`src/rtl/gate_chk_pkg.sv`:
```
// Shared definitions for the gate vector checker: FSM states, gate op codes,
// the expected-value function and the LFSR seed/taps.
package gate_chk_pkg;

  typedef enum logic [2:0] {
    S_IDLE,
    S_DRIVE,
    S_SETTLE,
    S_SAMPLE,
    S_NEXT,
    S_DONE
  } state_t;

  localparam int OP_OR   = 0;
  localparam int OP_AND  = 1;
  localparam int OP_XOR  = 2;
  localparam int OP_NAND = 3;

  localparam logic [3:0] LFSR_SEED = 4'b1001;
  localparam logic [3:0] LFSR_TAPS = 4'b1100;

  function automatic logic expected_f(input int op, input logic d, input logic e);
    case (op)
      OP_AND:  return d & e;
      OP_XOR:  return d ^ e;
      OP_NAND: return ~(d & e);
      default: return d | e;
    endcase
  endfunction

  // Shift left, feedback is the XOR of the tapped bits (l[3]^l[2]).
  function automatic logic [3:0] lfsr_next(input logic [3:0] l);
    return {l[2:0], ^(l & LFSR_TAPS)};
  endfunction

endpackage

```
`src/rtl/gate_chk_lfsr.sv`:
```
// 4-bit Fibonacci LFSR for the pseudo-random vector phase; exposes only the
// two bits used as a {d,e} vector.
module gate_chk_lfsr
  import gate_chk_pkg::*;
(
  input  logic       clk,
  input  logic       rst,
  input  logic       load,
  input  logic       step,
  output logic [1:0] vec
);
  logic [3:0] q;

  // NOTE: state is updated with non-blocking assignments so every flop samples
  // pre-edge values regardless of block evaluation order.
  always_ff @(posedge clk) begin
    if (rst)       q <= '0;
    else if (load) q <= LFSR_SEED;
    else if (step) q <= lfsr_next(q);
  end

  assign vec = q[1:0];
endmodule

```
`config.mk`:
```
export PLATFORM = sky130hd
export DESIGN_NAME = gate_chk_lfsr
export DESIGN_NICKNAME = d
export VERILOG_FILES = /design/src/rtl/gate_chk_pkg.sv /design/src/rtl/gate_chk_lfsr.sv
export SDC_FILE = /design/constraint.sdc
export NUM_CORES = 1
export LEC_CHECK = 0
export BUFFER_PORTS_ARGS = -buffer_cell sky130_fd_sc_hd__buf_4
export CORE_AREA = 2 2 39 41
export DETAILED_ROUTE_END_ITERATION = 10
export DIE_AREA = 0 0 41 43
export GPL_ROUTABILITY_DRIVEN = 0
export SYNTH_ARGS = -nofsm -noshare
export SYNTH_HDL_FRONTEND = slang
export SYNTH_SLANG_ARGS = --single-unit
```
`constraint.sdc`:
```
create_clock -name clk -period 0.9 [get_ports clk]
set_clock_uncertainty 0.05 [all_clocks]
set_input_delay 0.045 -clock clk [delete_from_list [all_inputs] [get_ports clk]]
set_output_delay 0.045 -clock clk [all_outputs]
set_load 0.1 [all_outputs]
```
==> metrics.md, run 1 <==
| Metric | Value |
|---|---|
| Outcome | `completed` |
| Slew Limit Fails | `0` |
| Worst EP arrival | `0.96 ns` |
| Critical path required time | `0.99 ns` |
| Hold WC Path Type | `in -> reg` |
| Slew @ Worst Pin | `0.186 ns` |
| Slew Limit Headroom | `about 88%` |
| First-pass GRT wire length | `558 µm` |
| RSZ-0062 raised after global routing | `false` |
| Final #Nets | `31` |
| Synthesized area | `171 µm²` |
| Seq/Total Area, Yosys | `46.7%` |
| Footprint of the multi-input gates | `67.6 µm²` |
| WS Path Type | `in -> reg` |
| Min cycle time layout | `just under 0.9 ns` |
| Largest area contributor in the netlist | `dfxtp_1` |
| Starting density of the core | `12.4%` |
| Post-synth EDFFs | `0` |
| Area delta synth->final | `68.6%` |
| Switching pwr | `136 µW` |
| Fillers | `159` |
| Clock network power share | `42.8%` |
| LEAKAGE | `0.000120 µW` |
| Reg area | `82.6 µm²` |
| Cell internal pwr | `383 µW` |
| Clock sink count | `4` |
| Initial drt markers | `3` |
| Syn_area_per_cell | `10.1 µm²` |
| Switching Fraction | `26.1%` |
| Yosys reg bits | `4` |
| Die W | `just over 40 µm` |
| Synth top cells by count | `4 x dfxtp_1, 3 x mux2i_1, 3 x nor3_1` |
| Post-DP Area | `209 µm²` |
| Final Hold Viols | `0` |
| Die area | `1760 µm²` |
| Max stage delay on crit path | `about 0.53 ns` |
| Setup violators final | `0` |
| Synth top area cells | `dfxtp_1 47%, mux2i_1 18%, nor3_1 8.8%` |
| Synth warn | `0` |
| DRC viols | `0` |
| Cell variety after synth | `9` |
| Critical path cell sequence | `dlygate4sd3_1 > buf_4 > inv_1 > a311oi_1` |
| Mean number of vias per cell | `3.56` |
| CTS Buf Count | `3` |
| Clock Path Buffers | `2` |
| Sequential power share | `37.8%` |
| CP bufs+invs | `3` |
| Area share of the largest cell type after synthesis | `46.7%` |
| Max cap viols | `0` |
| Post-CTS Setup Bufs | `0` |
| DIE HEIGHT | `43 µm` |
| Drt total wl | `331 µm` |
| I/O pins | `6` |
| Clk slew on worst S/H paths | `0.04 ns` |
| Top Registers | `q: 4 flops` |
| Synth Net Count | `21` |
| Row count | `14` |
| H-tree depth | `1` |
| Top-count cell post-synth | `dfxtp_1` |
| CP top delay family | `buffers and inverters` |
| Antenna cell count | `0` |
| Post-route ant nets | `0` |
| Synth Flop Type | `dfxtp_1` |
| Root buffer cell | `clkbuf_4` |
| PortBufs | `5` |
| TritonRoute pass-1 iters | `2` |
| VDD IR max | `680 µV` |
| Comb power frac | `19.4%` |
| Final Instance Area | `289 µm²` |
| Vias in the first global route | `139` |
| Synthesized instance count | `17` |
| Total congestion overflow | `0` |
| Post-route setup TNS | `0 ns` |
| Max FO, Critical Path | `4` |
| Crit path capture type | `flop` |
| CTS tree | `built` |
| Startpoint Class | `input pin` |
| PD cells | `between 1500 and 2000 nW/µm²` |
| GRT Resource Usage Total | `5.62%` |
| Crit path max-delay cell type | `dlygate4sd3_1` |
| Part of the cycle the worst path needs | `96.4%` |
| Share of layout cells above drive strength 1 | `40.0%` |
| Vias | `between 100 and 150` |
| Drt wl/cell | `8.07 µm` |
| Skew-Pair Late Insertion Delay | `0.24 ns` |
| Fmax | `~1200 MHz` |
| Post-synth ARST share | `0%` |
| Core region area | `1380 µm²` |
| Reg with most FFs | `q` |
| Initial antenna violation count | `0` |
| Max reg flops | `4` |
| Largest net degree at the start of global routing | `6` |
per-layer routing:
layer,share of wire (%),GRT usage (%),vias to the layer above
li1,-,-,73
met1,44,5.45,66
met2,44,5.63,7
met3,12,7.85,0
met4,0,4.00,0
met5,0,0,-
cell families (layout without fill, tap and decap cells):
| group | count (synthesis) | in the layout | synth area share [%] |
|---|---|---|---|
| flops | 4 | 4 | 46.7 |
| buf+inv | 4 | 12 | 13.9 |
| simple gates | 3 | 3 | 8.76 |
| mux | 3 | 3 | 17.5 |
| compound gates | 2 | 2 | 8.03 |
| xor+xnor | 1 | 1 | 5.11 |
cell type report:
| cell class | instances | area share, % |
|---|---|---|
| clock buffers | 3 | 7.79 |
| inverters | 1 | 1.30 |
| multi-input cells | 9 | 23.4 |
| flip-flops and latches | 4 | 28.6 |
| well taps | 16 | 6.93 |
| repair buffers | 8 | 32.0 |
timing repair:
item / CTS / global route
hold buffers: 3 / 0
resized for setup: 8 / 0
setup endpoints to repair: 2 / 0
endpoints found under the hold margin: 4 / 0
worst paths after layout:
kind,from,to,slack [ns],cells past startpoint
worst min-delay path,step,q[1]$_SDFFE_PP0P_,0.12,3
worst max register to register,q[2]$_SDFFE_PP0P_,q[0]$_SDFFE_PP0P_,0.08,2
worst min register to register,q[3]$_SDFFE_PP0P_,q[3]$_SDFFE_PP0P_,0.50,2
worst max-delay path,load,q[0]$_SDFFE_PP0P_,0.03,4
through the flow:
| stage | util (%) | power (µW) | hold slack [ns] | setup slack, ns | cells |
|---|---|---|---|---|---|
| floorplan | - | 258 | 0.0641 | 0.116 | 17 |
| global placement | 15.1 | 273 | 0.194 | 0.103 | 35 |
| detailed placement | 15.1 | 274 | 0.195 | 0.0867 | 35 |
| CTS | 20.9 | 528 | 0.111 | 0.0289 | 41 |
| global route | 20.9 | 555 | 0.135 | 0.00918 | 41 |
| finish | 20.9 | 519 | 0.118 | 0.0320 | 41 |
worst register-to-register path: stages (launching register included):
cell and delay [ns]:
dfxtp_1 0.32, xnor2_1 0.12, a311oi_1 0.24
power by group through the flow:
stage / logic [µW] / clock network, µW / registers (µW)
floorplan: 63.9 / 0 / 194
global placement: 78.2 / 0 / 195
detailed placement: 78.5 / 0 / 195
CTS: 101 / 231 / 196
global route: 106 / 252 / 197
finish: 101 / 222 / 196
cell usage in the layout, fill, tap and decap left out:
cell type,synthesis,routed
nor3_1,3,3
mux2i_1,3,3
clkbuf_4,0,3
dlygate4sd3_1,0,3
buf_4,2,3
buf_12,0,2
dfxtp_2,0,2
dfxtp_1,4,2
inv_1,1,1
xnor2_1,1,1
a311oi_1,1,1
a21oi_1,1,1
(Power assumes the default switching activity.)
==> run 2: changes to the inputs <==
==> constraint.sdc (replaced) <==
create_clock -name clk -period 0.8 [get_ports clk]
set_clock_uncertainty 0.05 [all_clocks]
set_input_delay 0.04 -clock clk [delete_from_list [all_inputs] [get_ports clk]]
set_output_delay 0.04 -clock clk [all_outputs]
set_load 0.1 [all_outputs]
==> run 2 against run 1 <==
Net effect:
- the run now ends with hold timing, setup timing left
- sequential share of layout area is 1.3 points higher
- combinational power is 9.9% higher
- power is 11% higher
- via count is 2.1% lower
- count of clock-buffer cells in the layout stayed put
- non-clock buffer count is 1 lower
- utilization is 0.27 points lower
- worst setup slack worse by 0.081 ns
- final cell count is 2.4% lower
- design area is 1.3% lower
- clock power is 10% higher
- sequential cell count stayed put
==> metrics.md, run 2 (synthesis results as in run 1) <==
| Metric | Value |
|---|---|
| Outcome | `complete, but fails checks` |
| Failing checks | `hold timing, setup timing` |
| GRT Resource Usage Total | `5.32%` |
| Setup violators final | `3` |
| Root buffer cell | `clkbuf_4` |
| Crit Reg-Reg Startpoint | `q[1]$_SDFFE_PP0P_` |
| Slew @ Worst Pin | `0.184 ns` |
| Crit path max-delay cell type | `dfxtp_4` |
| Startpoint Class | `flop` |
| Clk slew on worst S/H paths | `0.04 ns` |
| Initial antenna violation count | `0` |
| First-pass GRT wire length | `517 µm` |
| Vias in the first global route | `126` |
| Critical path required time | `0.71 ns` |
| Worst Setup SP | `q[0]$_SDFFE_PP0P_` |
| Die area | `about 1800 µm²` |
| Area delta synth->final | `66.4%` |
| Hold Buf Count CTS | `2` |
| FF-to-FF End | `q[2]$_SDFFE_PP0P_` |
| Crit path capture type | `output pin` |
| CP bufs+invs | `1` |
| Comb power frac | `19.2%` |
| LEAKAGE | `0.000126 µW` |
| Max reg flops | `4` |
| Hold EP | `q[0]$_SDFFE_PP0P_` |
| Footprint of the multi-input gates | `67.6 µm²` |
| Sequential power share | `38.2%` |
| Slew Limit Fails | `0` |
| Max cap viols | `0` |
| DRC viols | `0` |
| Core region area | `1380 µm²` |
| I/O pins | `6` |
| Slew Limit Headroom | `87.6%` |
| PortBufs | `5` |
| Reg with most FFs | `q` |
| Clock sink count | `4` |
| Post-route ant nets | `0` |
| Hold path start | `rst` |
| Critical path cell sequence | `buf_12` |
| R2r setup slk | `-0.01 ns` |
| Final Hold Viols | `4` |
| Worst hold slack | `-0.0597 ns` |
| CTS tree | `built` |
| Max FO, Critical Path | `3` |
| Max stage delay on crit path | `0.36 ns` |
| Min cycle time layout | `around 0.85 ns` |
| Setup WS post-layout | `-0.0485 ns` |
| Switching pwr | `149 µW` |
| Clock Path Buffers | `2` |
| Largest net degree at the start of global routing | `6` |
| Vias | `143` |
| WS Path Type | `reg -> out` |
| Mean number of vias per cell | `3.58` |
| Switching Fraction | `between 20% and 30%` |
| Total congestion overflow | `0` |
| Pre-CTS WS | `-0.0133 ns` |
| CP top delay family | `flip-flops` |
| Total power | `roughly 580 µW` |
| Reg2Reg Depth | `3` |
| Fmax | `1180 MHz` |
| VDD IR max | `767 µV` |
| Part of the cycle the worst path needs | `106%` |
| Starting density of the core | `12.4%` |
| Post-route setup TNS | `-0.104 ns` |
| RSZ-0062 raised after global routing | `true` |
| H-tree depth | `1` |
| Hold WC Path Type | `in -> reg` |
| Clock network power share | `42.6%` |
| Drt wl/cell | `8.25 µm` |
| TritonRoute pass-1 iters | `2` |
| Share of layout cells above drive strength 1 | `45.8%` |
| DIE HEIGHT | `around 43 µm` |
| Final #Nets | `30` |
| Reg area | `85.1 µm²` |
| Drt total wl | `roughly 330 µm` |
| Antenna cell count | `0` |
| Hold-critical path depth | `2` |
| Most frequent cells in the layout | `3 x nor3_1, 3 x mux2i_1, 3 x clkbuf_4, 3 x buf_4` |
| Worst EP arrival | `0.76 ns` |
| Fillers | `between 150 and 200` |
| Initial drt markers | `2` |
| Cell internal pwr | `427 µW` |
| Skew-Pair Late Insertion Delay | `0.23 ns` |
| CTS Buf Count | `3` |
| PD cells | `2020 nW/µm²` |
| Die W | `41 µm` |
| Top Registers | `q: 4 flops` |
| Row count | `14` |
## run 2: changes by cell type in the layout (fill, tap and decap cells not counted)
cell / previous run / this run
dfxtp_4: 0 / 1
dfxtp_2: 2 / 1
dlygate4sd3_1: 3 / 0
dlymetal6s4s_1: 0 / 1
buf_6: 0 / 1
## run 2: repair_timing
| action | 4_1_cts | 5_1_grt |
|---|---|---|
| buffers inserted | 1 | 0 |
| endpoints found under the setup margin | 3 | 6 |
| gates resized for setup | 8 | 3 |
| gates cloned | 0 | 0 |
| hold endpoints to repair | 4 | 4 |
| pin swaps | 1 | 1 |
## run 2: final cells by class
cell class,count,area share [%]
repair buffers,7,30.3
flip-flops and latches,4,29.8
multi-input cells,9,23.7
clock buffers,3,7.89
well taps,16,7.02
inverters,1,1.32
## run 2: power groups by stage
stage	registers [µW]	clock network (µW)	logic, µW
global route	220	279	116
global placement	219	0	88.0
detailed placement	219	0	88.3
finish	220	245	111
CTS	220	260	112
floorplan	218	0	71.9
## run 2: metal layers
metal	vias up	wire, µm	GRT usage [%]
li1	72	-	-
met1	64	148	5.45
met2	7	138	4.69
met3	0	43	7.85
met4	0	0	4.00
met5	-	0	0
## run 2: worst max path at each step
stage | end | cells past startpoint | slack [ns]
3_3_place_gp | q[0]$_SDFFE_PP0P_ | 2 | 0.003
4_1_cts | vec[0] | 1 | -0.06
3_5_place_dp | q[0]$_SDFFE_PP0P_ | 2 | -0.01
6_report | vec[0] | 1 | -0.05
2_1_floorplan | q[0]$_SDFFE_PP0P_ | 2 | 0.02
5_1_grt | vec[0] | 1 | -0.07
## run 2: per-stage QoR
step           area, µm²  util, %  cells
3_5_place_dp         209     15.1     35
4_1_cts              287     20.7     41
3_3_place_gp         209     15.1     35
5_1_grt              285     20.6     40
6_report             285     20.6     40
2_1_floorplan        171        -     17
==> run 3: changes to the inputs <==
--- a/config.mk
+++ b/config.mk
@@ -10,6 +10,7 @@
 export DETAILED_ROUTE_END_ITERATION = 10
 export DIE_AREA = 0 0 41 43
 export GPL_ROUTABILITY_DRIVEN = 0
+export PLACE_DENSITY = 0.3
 export SYNTH_ARGS = -nofsm -noshare
 export SYNTH_HDL_FRONTEND = slang
 export SYNTH_SLANG_ARGS = --single-unit
==> run 3 against run 2 <==
Net effect:
- the run still ends with hold timing, setup timing left
- critical path depth unchanged
- worst setup slack worse by 0.0088 ns
- global-route usage about the same
- maximum frequency fell by 1.0%
- utilization decreased by 0.27 points
- wire length fell by 2.4%
- die area unchanged
- clock power rose by 2%
- sequential power is essentially flat
- count of clock-buffer cells in the layout unchanged
- hold slack worse by 0.0086 ns
- sequential cell count unchanged
==> metrics.md, run 3 (synthesis results as in run 1) <==
| Metric | Value |
|---|---|
| Outcome | `complete, but fails checks` |
| Failing checks | `hold timing, setup timing` |
| Reg area | `~86 µm²` |
| Crit path max-delay cell type | `dfxtp_4` |
| R2r setup slk | `-0.01 ns` |
| Startpoint Class | `flop` |
| Hold WC Path Type | `in -> reg` |
| Switching Fraction | `26.1%` |
| Fin util | `20.3%` |
| Share of layout cells above drive strength 1 | `a little over half` |
| CTS tree | `built` |
| Vias in the first global route | `~160` |
| Final Hold Viols | `4` |
| Switching pwr | `152 µW` |
| Post-route setup TNS | `-0.106 ns` |
| Clock sink count | `4` |
| Area delta synth->final | `64.2%` |
| Post-DP Area | `209 µm²` |
| Die area | `1760 µm²` |
| Reg2Reg Depth | `3` |
| Initial drt markers | `2` |
| Antenna cell count | `0` |
| Sequential power share | `37.8%` |
| Fillers | `157` |
| Setup WS post-layout | `-0.0573 ns` |
| Hold-critical path depth | `2` |
| Drt wl/cell | `8.05 µm` |
| GRT Resource Usage Total | `5.33%` |
| Min cycle time layout | `0.857 ns` |
| Top Registers | `q: 4 flops` |
| Reg with most FFs | `q` |
| Part of the cycle the worst path needs | `107%` |
| Largest net degree at the start of global routing | `6` |
| Die W | `41 µm` |
| CP top delay family | `flip-flops` |
| Clock Path Buffers | `2` |
| Footprint of the multi-input gates | `between 60 and 70 µm²` |
| Crit path capture type | `output pin` |
| Row count | `14` |
| LEAKAGE | `approximately 0.00012 µW` |
| RSZ-0062 raised after global routing | `true` |
| CP bufs+invs | `1` |
| Worst EP arrival | `0.77 ns` |
| TritonRoute pass-1 iters | `2` |
| Slew Limit Fails | `0` |
| DIE HEIGHT | `43 µm` |
| Max FO, Critical Path | `3` |
| DRC viols | `0` |
| PortBufs | `5` |
| Cell internal pwr | `429 µW` |
| Max reg flops | `4` |
| DP Wirelength | `256 µm` |
| Skew-Pair Late Insertion Delay | `0.24 ns` |
| Mean number of vias per cell | `3.45` |
| Initial antenna violation count | `0` |
| Post-route ant nets | `0` |
| Commonest non-fill, non-tap cell in the layout | `buf_4` |
| Max cap viols | `0` |
| Hold path start | `rst` |
| Crit Reg-Reg Startpoint | `q[1]$_SDFFE_PP0P_` |
| Core region area | `1380 µm²` |
| WS Path Type | `reg -> out` |
| First-pass GRT wire length | `607 µm` |
| Hold Buf Count CTS | `1` |
| Comb power frac | `19.3%` |
| Setup violators final | `3` |
| Vias | `138` |
| Total congestion overflow | `0` |
| Final #Nets | `30` |
| CTS Buf Count | `3` |
| PD cells | `approximately 2100 nW/µm²` |
| H-tree depth | `1` |
| Hold EP | `q[0]$_SDFFE_PP0P_` |
| Critical path cell sequence | `buf_12` |
| Max stage delay on crit path | `between 0.3 and 0.4 ns` |
| Final Instance Area | `282 µm²` |
| Critical path required time | `0.71 ns` |
| Clock network power share | `42.8%` |
| Starting density of the core | `12.4%` |
| Slew Limit Headroom | `88.0%` |
| VDD IR max | `roughly 1200 µV` |
| FF-to-FF End | `q[2]$_SDFFE_PP0P_` |
| Slew @ Worst Pin | `approximately 0.18 ns` |
| Fmax | `1170 MHz` |
| Drt total wl | `322 µm` |
| Root buffer cell | `clkbuf_4` |
| Most frequent cells in the layout | `4 x buf_4, 3 x nor3_1, 3 x mux2i_1, 3 x clkbuf_4` |
| Clk slew on worst S/H paths | `0.04 ns` |
| Worst hold slack | `-0.0683 ns` |
| I/O pins | `6` |
run 3: cell types whose count changed in the layout (fill, tap and decap cells not counted):
cell	before	now
buf_4	3	4
dlymetal6s4s_1	1	0
dfxtp_2	1	2
dfxtp_1	2	1
run 3: what timing repair did:
item / CTS / global route
hold endpoints to repair: 4 / 4
pin swaps: 1 / 1
resized for setup: 9 / 2
endpoints found under the setup margin: 3 / 6
buffers inserted: 2 / 0
run 3: worst max-delay path by stage:
stage                      start                 to  slack (ns)  cells past startpoint
4_1_cts        q[0]$_SDFFE_PP0P_             vec[0]       -0.07                      1
3_3_place_gp   q[2]$_SDFFE_PP0P_  q[0]$_SDFFE_PP0P_       -0.03                      2
5_1_grt        q[0]$_SDFFE_PP0P_             vec[0]       -0.09                      1
2_1_floorplan  q[2]$_SDFFE_PP0P_  q[0]$_SDFFE_PP0P_        0.02                      2
6_report       q[0]$_SDFFE_PP0P_             vec[0]       -0.06                      1
3_5_place_dp   q[2]$_SDFFE_PP0P_  q[0]$_SDFFE_PP0P_       -0.01                      2
run 3: metal layers:
layer | track usage [%] | routed length, µm
met3 | 6.28 | 51
met4 | 0 | 0
met1 | 6.45 | 149
met5 | 0 | 0
met2 | 6.56 | 120
run 3: cell type report:
| cell class | instances | area share [%] |
|---|---|---|
| Clock buffer | 3 | 8.00 |
| Inverter | 1 | 1.33 |
| Multi-Input combinational cell | 9 | 24.0 |
| Sequential cell | 4 | 30.7 |
| Tap cell | 16 | 7.11 |
| Timing Repair Buffer | 7 | 28.9 |
run 3: power by group through the flow:
stage	Combinational (µW)	Clock, µW	Sequential, µW
2_1_floorplan	71.9	0	218
3_3_place_gp	89.4	0	220
3_5_place_dp	88.7	0	220
4_1_cts	115	263	220
5_1_grt	121	279	221
6_report	112	249	220
run 3: stage by stage:
stage	setup WS [ns]	total power, µW	std cells	hold WS [ns]
floorplan	0.0160	290	17	0.0591
global placement	-0.0264	309	35	0.190
detailed placement	-0.0108	309	35	0.182
CTS	-0.0688	597	41	-0.0643
global route	-0.0858	621	40	-0.0523
finish	-0.0573	581	40	-0.0683
